==> src/rtl/ula_multiciclo.sv <==
//==============================================================================
// Module      : ula_multiciclo
// Description : ALU with program counter. Most opcodes complete in a single
//               cycle. Multiply (shift-add) and divide (restoring) are
//               iterative and take LARGURA cycles. Results go to the LO/HI
//               registers.
// Revision    : 1.0 - initial release
//==============================================================================
`default_nettype none

module ula_multiciclo #(
    parameter int LARGURA    = 16,
    parameter int LARGURA_PC = 32
) (
    input  logic                  clock,
    input  logic                  reset,
    input  logic                  inicio,
    input  logic [3:0]            codop,
    input  logic [LARGURA-1:0]    operando1,
    input  logic [LARGURA-1:0]    operando2,
    input  logic [LARGURA-1:0]    imm,
    output logic [LARGURA-1:0]    dado,
    output logic [LARGURA-1:0]    res_low,
    output logic [LARGURA-1:0]    res_high,
    output logic [LARGURA_PC-1:0] pc,
    output logic                  ocupado,
    output logic                  pronto,
    output logic                  ini,
    output logic                  erro_div
);

    localparam int SHW = $clog2(LARGURA);

    localparam logic [1:0] c_OCIOSO = 2'd0;
    localparam logic [1:0] c_MULT   = 2'd1;
    localparam logic [1:0] c_DIV    = 2'd2;

    localparam logic [3:0] c_OP_ADD  = 4'b0000;
    localparam logic [3:0] c_OP_SUB  = 4'b0001;
    localparam logic [3:0] c_OP_SLT  = 4'b0010;
    localparam logic [3:0] c_OP_AND  = 4'b0011;
    localparam logic [3:0] c_OP_OR   = 4'b0100;
    localparam logic [3:0] c_OP_XOR  = 4'b0101;
    localparam logic [3:0] c_OP_SHL  = 4'b0110;
    localparam logic [3:0] c_OP_SHR  = 4'b0111;
    localparam logic [3:0] c_OP_MUL  = 4'b1000;
    localparam logic [3:0] c_OP_DIV  = 4'b1001;
    localparam logic [3:0] c_OP_MFLO = 4'b1010;
    localparam logic [3:0] c_OP_MFHI = 4'b1011;
    localparam logic [3:0] c_OP_JMP  = 4'b1100;
    localparam logic [3:0] c_OP_BEQ  = 4'b1101;
    localparam logic [3:0] c_OP_HALT = 4'b1110;

    localparam logic [SHW-1:0] c_ULTIMO = SHW'(LARGURA - 1);

    logic [1:0]            r_estado;
    logic [SHW-1:0]        r_cont;
    logic [LARGURA-1:0]    r_hi;      // partial product high half / partial remainder
    logic [LARGURA-1:0]    r_lo;      // multiplier bits / dividend-then-quotient bits
    logic [LARGURA-1:0]    r_opnd;    // multiplicand / divisor captured at acceptance
    logic [LARGURA-1:0]    r_dado;
    logic [LARGURA-1:0]    r_res_low;
    logic [LARGURA-1:0]    r_res_high;
    logic [LARGURA_PC-1:0] r_pc;
    logic                  r_pronto;
    logic                  r_ini;
    logic                  r_erro;

    logic                  w_aceita;
    logic [SHW-1:0]        w_shamt;
    logic [LARGURA-1:0]    w_alu;
    logic [LARGURA_PC-1:0] w_pc_inc;
    logic signed [LARGURA_PC-1:0] w_imm_se;
    logic [LARGURA_PC-1:0] w_pc_prox;
    logic [LARGURA:0]      w_soma;
    logic [LARGURA-1:0]    w_mult_hi;
    logic [LARGURA-1:0]    w_mult_lo;
    logic [LARGURA:0]      w_desl;
    logic [LARGURA:0]      w_dif;
    logic                  w_cabe;
    logic [LARGURA-1:0]    w_div_hi;
    logic [LARGURA-1:0]    w_div_lo;

    assign w_aceita = inicio && (r_estado == c_OCIOSO);
    assign w_shamt  = operando2[SHW-1:0];
    assign w_pc_inc = r_pc + LARGURA_PC'(1);
    assign w_imm_se = $signed(imm);

    // One shift-add step: add the multiplicand when the current multiplier
    // bit is set, then shift the {hi,lo} pair right by one.
    assign w_soma    = {1'b0, r_hi} + (r_lo[0] ? {1'b0, r_opnd} : {(LARGURA+1){1'b0}});
    assign w_mult_hi = w_soma[LARGURA:1];
    assign w_mult_lo = {w_soma[0], r_lo[LARGURA-1:1]};

    // One restoring-division step: shift the next dividend bit into the
    // remainder and keep the difference only when no borrow occurs.
    assign w_desl   = {r_hi, r_lo[LARGURA-1]};
    assign w_dif    = w_desl - {1'b0, r_opnd};
    assign w_cabe   = ~w_dif[LARGURA];
    assign w_div_hi = w_cabe ? w_dif[LARGURA-1:0] : w_desl[LARGURA-1:0];
    assign w_div_lo = {r_lo[LARGURA-2:0], w_cabe};

    // Single-cycle datapath result; jump/branch/halt/nop keep dado as is
    always_comb begin
        w_alu = r_dado;
        case (codop)
            c_OP_ADD:  w_alu = operando1 + operando2;
            c_OP_SUB:  w_alu = operando1 - operando2;
            c_OP_SLT:  w_alu = (operando1 < operando2) ? LARGURA'(1) : '0;
            c_OP_AND:  w_alu = operando1 & operando2;
            c_OP_OR:   w_alu = operando1 | operando2;
            c_OP_XOR:  w_alu = operando1 ^ operando2;
            c_OP_SHL:  w_alu = operando1 << w_shamt;
            c_OP_SHR:  w_alu = operando1 >> w_shamt;
            c_OP_MFLO: w_alu = r_res_low;
            c_OP_MFHI: w_alu = r_res_high;
            default:   w_alu = r_dado;
        endcase
    end

    // Next program counter for an accepted instruction
    always_comb begin
        w_pc_prox = w_pc_inc;
        if (codop == c_OP_JMP) begin
            w_pc_prox = LARGURA_PC'(imm);
        end else if ((codop == c_OP_BEQ) && (operando1 == operando2)) begin
            w_pc_prox = w_pc_inc + w_imm_se;
        end
    end

    // Control FSM, iterative multiply/divide and architectural registers
    always_ff @(posedge clock) begin
        if (reset) begin
            r_estado   <= c_OCIOSO;
            r_cont     <= '0;
            r_hi       <= '0;
            r_lo       <= '0;
            r_opnd     <= '0;
            r_dado     <= '0;
            r_res_low  <= '0;
            r_res_high <= '0;
            r_pc       <= '0;
            r_pronto   <= 1'b0;
            r_ini      <= 1'b0;
            r_erro     <= 1'b0;
        end else begin
            r_pronto <= 1'b0;
            r_ini    <= 1'b0;
            case (r_estado)
                c_OCIOSO: begin
                    if (w_aceita) begin
                        r_pc     <= w_pc_prox;
                        r_erro   <= 1'b0;
                        r_pronto <= 1'b1;
                        r_ini    <= (codop == c_OP_HALT);
                        r_cont   <= '0;
                        if (codop == c_OP_MUL) begin
                            r_pronto <= 1'b0;
                            r_estado <= c_MULT;
                            r_hi     <= '0;
                            r_lo     <= operando2;
                            r_opnd   <= operando1;
                        end else if (codop == c_OP_DIV) begin
                            if (operando2 == '0) begin
                                // Divide by zero finishes immediately with a flag
                                r_res_low  <= '1;
                                r_res_high <= operando1;
                                r_dado     <= '1;
                                r_erro     <= 1'b1;
                            end else begin
                                r_pronto <= 1'b0;
                                r_estado <= c_DIV;
                                r_hi     <= '0;
                                r_lo     <= operando1;
                                r_opnd   <= operando2;
                            end
                        end else begin
                            r_dado <= w_alu;
                        end
                    end
                end
                c_MULT, c_DIV: begin
                    r_cont <= r_cont + SHW'(1);
                    r_hi   <= (r_estado == c_MULT) ? w_mult_hi : w_div_hi;
                    r_lo   <= (r_estado == c_MULT) ? w_mult_lo : w_div_lo;
                    if (r_cont == c_ULTIMO) begin
                        r_res_high <= (r_estado == c_MULT) ? w_mult_hi : w_div_hi;
                        r_res_low  <= (r_estado == c_MULT) ? w_mult_lo : w_div_lo;
                        r_pronto   <= 1'b1;
                        r_estado   <= c_OCIOSO;
                    end
                end
                default: r_estado <= c_OCIOSO;
            endcase
        end
    end

    assign dado     = r_dado;
    assign res_low  = r_res_low;
    assign res_high = r_res_high;
    assign pc       = r_pc;
    assign ocupado  = (r_estado != c_OCIOSO);
    assign pronto   = r_pronto;
    assign ini      = r_ini;
    assign erro_div = r_erro;

endmodule

`default_nettype wire

==> config.mk <==
export PLATFORM = sky130hd
export DESIGN_NAME = ula_multiciclo
export DESIGN_NICKNAME = d
export VERILOG_FILES = /design/src/rtl/ula_multiciclo.sv
export SDC_FILE = /design/constraint.sdc
export NUM_CORES = 1
export LEC_CHECK = 0
export CAP_MARGIN = 20
export CORE_ASPECT_RATIO = 0.75
export CORE_MARGIN = 5
export CORE_UTILIZATION = 45
export CTS_CLUSTER_DIAMETER = 100
export DETAILED_ROUTE_END_ITERATION = 8
export PLACE_DENSITY_LB_ADDON = 0.05
export SYNTH_ARGS = -nofsm -noshare
export SYNTH_HDL_FRONTEND = slang
export SYNTH_SLANG_ARGS = --single-unit
==> constraint.sdc <==
create_clock -name clock -period 5.3 [get_ports clock]
set_clock_uncertainty 0.05 [all_clocks]
set_input_delay 0.53 -clock clock [delete_from_list [all_inputs] [get_ports clock]]
set_output_delay 0.53 -clock clock [all_outputs]
set_load 0.05 [all_outputs]
======== Word level (Yosys, flattened, before mapping) ========
Cells that the tools add are included.
storage, ports and cells
  RAM bits ................................ 0
  memories ................................ 0
  output and inout port bits .............. 84
  bits in latches ......................... 0
  logic and storage cells ................. 124
  memory bits (read-only) ................. 0
  bits of input ports ..................... 55
  register bits ........................... 137
operators by class
  reduce and logical (&&, ||, !) cells .... 18
  bitwise logic cells ..................... 7
  divide/modulo/power cells ............... 0
  muxes and demuxes ....................... 50
  add/subtract/negate cells ............... 7
  equality and inequality tests ........... 27
  multiply operators ...................... 0
  order comparisons ....................... 1
  shifts and indexed selects .............. 2
operators by type and width
  operator                 number
  $mux W16                 26
  $pmux W16 S10            1
  $pmux W16 S2             4
  $mux W32                 2
  $add A32 B1 Y32 const B  1
  $add A32 B32 Y32         1
  $eq A4 B4 Y1 const B     8
  $add A16 B16 Y17         1
  $sub A17 B16 Y17         1
  $add A16 B16 Y16         1
  $and A16 B16 Y16         1
  $eq A16 B16 Y1           1
  $eq A4 B3 Y1 const B     4
  $logic_not A16 Y1        1
  $lt A16 B16 Y1           1
  $or A16 B16 Y16          1
  $shl A16 B4 Y16          1
  $shr A16 B4 Y16          1
  $sub A16 B16 Y16         1
  $xor A16 B16 Y16         1
  $reduce_and A4 Y1        3
  $reduce_bool A11 Y1      1
  $mux W2                  5
  $eq A4 B2 Y1 const B     2
  other kinds (23)         42

======== Logic depth before layout (Yosys ltp) ========
  word-level depth ........................ 6
  gate-level depth with buffers ........... 18

======== Worst setup path before layout ========
No wires, ideal clock.
  kind .................................... reg-to-reg
  start point ............................. register r_pc[11], in the netlist pc[11]
  end point ............................... register r_pc[31], in the netlist pc[31]
  period minus slack after synthesis ...... 4282 ps
  buffers on the path ..................... 2
  stages on the path, launching flop included .. 18
  arrival ................................. 4168 ps
  library setup time ...................... 65 ps
  setup slack ............................. 1018 ps
  required time ........................... 5185 ps
  path through ............................ dfxtp_1 and4_1 nand3_1 nor3_1 and2_1 clkbuf_1 nand3_1 xnor2_1 ha_1 clkbuf_1 a2111oi_0 o21ai_0 o2111ai_1 nand2_1 a31o_2 a211o_1 or3_1 nand4_1
on the way
  longest elaborated chain between the ends .. 4
ends and longest elaborated chain
  what                    RTL line  source
  start, declared         64        logic [LARGURA_PC-1:0] r_pc;
  start signal, assigned  152       r_pc <= w_pc_prox;
  $add A32 B1 Y32 *       86        assign w_pc_inc = r_pc + LARGURA_PC'(1);
  $add A32 B32 Y32        127       w_pc_prox = w_pc_inc + w_imm_se;
  $mux W32 *              126       end else if ((codop == c_OP_BEQ) && (operando1 == operando2)) begin
  $mux W32 *              124       if (codop == c_OP_JMP) begin
Every way passes the cells marked *; elsewhere a longest branch is shown, timed or not.
A chain may end at the register's enable or synchronous reset.

======== Worst setup path after layout ========
  start point ............................. input port operando1[12]
  end point ............................... register r_pc[28], in the netlist pc[28]
on the way
  longest elaborated chain between the ends .. 4
ends and longest elaborated chain
  what                 RTL line  source
  start, declared      19        input logic [LARGURA-1:0] operando1,
  $eq A16 B16 Y1       126
  $logic_and A1 B1 Y1  126
  $mux W32             126
  $mux W32             124
Every way passes these cells.

==> run metrics <==
status finished, final reports clean; chip width 212 um; Seq pwr share 0.306; TNS Setup 0 ns; most common cell after layout, fill and taps aside nor2_1; register area share after synthesis 0.198; async set-reset flop share out of synthesis 0; switching share of power 0.369; Synth Flop Type dfxtp_1; EDFF count, synth 0; Required @ worst endpoint 5.63 ns; Final Hold Viols 0; DP Wirelength 44000 um; First DRT Iteration DRCs 1729; number of nets in the layout 2147; CP Data Arrival Time 4.87 ns; vias per cell 6.44; syn_nets 2067; RSZ-0062 raised after global routing false; Placer Congestion 1.05; Synth Register Bits 137; clock network power share 0.360; CTS Sinks 137; Max Clk Rate 0.221 GHz; Clk Tree Root Cell clkbuf_16; CTS Buf Count 17; dpl cell area 15600 um^2; post-CTS sizing 0; DIE AREA 34400 um^2; worst skew pair latency 0.44 ns; total track usage 0.324; placed insts 2345; fraction of layout cells with a size suffix above 1 0.0642; syn_area_per_cell 7.34 um^2; Hold-fix buffers, CTS 0; MaxCap Viol Count 0; logic gate share of total power 0.334; Die Y 162 um; H-tree levels 4; worst-path maximum fanout 31; average wire per standard cell 24.1 um; final setup vio count 0; Initial Util 0.457; initial antenna violation count 3; final core occ 0.535; internal power 2.28 mW; Final Non-Filler Cells 2379; clk buf depth 2; FF+latch area 2740 um^2; clock transition at the registers of the reported paths 0.06 ns; Setup CP Type input pin to register; I/O pin count 139; worst relative slew slack 0.275; num rows 55; Crit. End Element register; Tmin final 4.53 ns; DRC viols 0; Min Hold Slack 0.430 ns; pwr/cell area 223 nW/um^2; Min-Delay Path Class register to register; peak supply drop 0.000207 V; commonest non-fill, non-tap cells in the layout 204 x nor2_1, 190 x nand2_1, 175 x a21oi_1, 137 x dfxtp_1, 136 x clkdlybuf4s50_1; vias in the first global route 14000; Finished Cell Area 16200 um^2; Synth Warn # 0; TritonCTS clock tree yes; pin count of the biggest net entering global routing 56; core area 30300 um^2; Synth cell types 89; 1st-pass router iterations 6; Area Overhead vs Synth 17.1%; period utilisation layout 0.855; Max Slew Vio Count 0; global route overflow 0; first-pass GRT wire length 86800 um; Post-Route WL 57300 um; P_sw 1.34 mW; Setup Buffers After CTS 0; Synth Instances 1886; fill count 2994; ANT nets after route 0; Slew @ Worst Pin 1.08 ns; Vias 15300; multi-input logic area 10300 um^2; PortBufs 138; synthesized area 13800 um^2; CP Launch Type input pin; Leakage 6.44 nW
## per-stage QoR
| step | power, mW | worst slack (ns) |
|---|---|---|
| finish | 3.62 | 0.766 |
| detailed placement | 2.30 | 0.550 |
| CTS | 3.61 | 0.926 |
| global route | 3.78 | 0.442 |
| global placement | 2.30 | 0.578 |
| floorplan | 1.93 | 1.02 |
## power groups by stage
stage                     Clock [mW]  Combinational, mW  Sequential (mW)
final                           1.30               1.21             1.11
after CTS                       1.32               1.18             1.11
after global placement             0               1.17             1.13
after floorplan                    0              0.740             1.19
after detailed placement           0               1.17             1.13
after global routing            1.37               1.29             1.11
## cell families after synthesis
| logic type | share of synthesized area |
|---|---|
| compound gates | 0.323 |
| xor+xnor | 0.0500 |
| fa+ha+maj | 0.117 |
| buf+inv | 0.0576 |
| flops | 0.198 |
| mux | 0.0483 |
| simple gates | 0.206 |
## area by class of cell
class | instances | area share
Multi-Input combinational cell | 1548 | 0.638
Sequential cell | 137 | 0.169
Timing Repair Buffer | 181 | 0.105
Tap cell | 399 | 0.0308
Clock buffer | 20 | 0.0282
Inverter | 81 | 0.0188
Clock inverter | 12 | 0.0101
Antenna cell | 1 | 0.000154
## flip-flops by register name, indices dropped and copies added, names as in the netlist
register  flops
pronto        1
r_estado      2
r_cont        4
r_hi         16
dado         16
r_opnd       16
res_high     16
ini           1
r_lo         16
pc           32
erro_div      1
res_low      16
## per-layer routing
| metal | global-route usage | vias up | share of wire |
|---|---|---|---|
| li1 | - | 7115 | - |
| met2 | 0.443 | 800 | 0.40 |
| met3 | 0.0927 | 119 | 0.11 |
| met5 | 0 | - | 0.00044 |
| met1 | 0.490 | 7277 | 0.46 |
| met4 | 0.0899 | 4 | 0.028 |
## worst max-delay path: stages
cell and delay (ns):
clkdlybuf4s50_1 0.69, inv_1 0.14, ha_1 0.50, nor4_1 0.84, nand4_1 0.31, or4_4 0.77
nor2_1 0.69, and3_1 0.25, a221o_1 0.13
## Yosys cell counts (11+ instances only)
master / n / area, um^2
o22ai_1: 13 / 81.3
a21o_1: 38 / 285
or3_1: 15 / 93.8
a21oi_1: 176 / 881
o211ai_1: 33 / 248
xor2_1: 32 / 280
dfxtp_1: 137 / 2740
nor2_1: 207 / 777
xnor2_1: 47 / 412
nor2b_1: 14 / 87.6
nand3_1: 46 / 230
inv_1: 79 / 297
and2_1: 19 / 119
nand2b_1: 20 / 125
o21a_1: 20 / 150
mux2i_1: 35 / 350
a211o_1: 15 / 131
ha_1: 121 / 1510
a211oi_1: 61 / 458
nor3_1: 40 / 200
o31ai_1: 11 / 82.6
a22oi_1: 11 / 82.6
o21ai_0: 117 / 586
and3_1: 17 / 106
a311oi_1: 19 / 166
nand2_1: 190 / 713
nor4_1: 15 / 93.8
clkbuf_1: 96 / 360
a31oi_1: 31 / 194
o21bai_1: 12 / 90.1
nand4_1: 12 / 75.1
## worst paths after layout
check | start | endpoint | slack, ns | cells past startpoint
hold / removal | r_lo[11]$_SDFFE_PP0P_ | r_lo[11]$_SDFFE_PP0P_ | 0.43 | 2
setup reg to reg | pc[2]$_SDFFE_PP0P_ | pc[31]$_SDFFE_PP0P_ | 0.79 | 15
hold reg to reg | r_lo[11]$_SDFFE_PP0P_ | r_lo[11]$_SDFFE_PP0P_ | 0.43 | 2
setup / recovery | operando1[12] | pc[28]$_SDFFE_PP0P_ | 0.77 | 9
(Power assumes the default switching activity.)
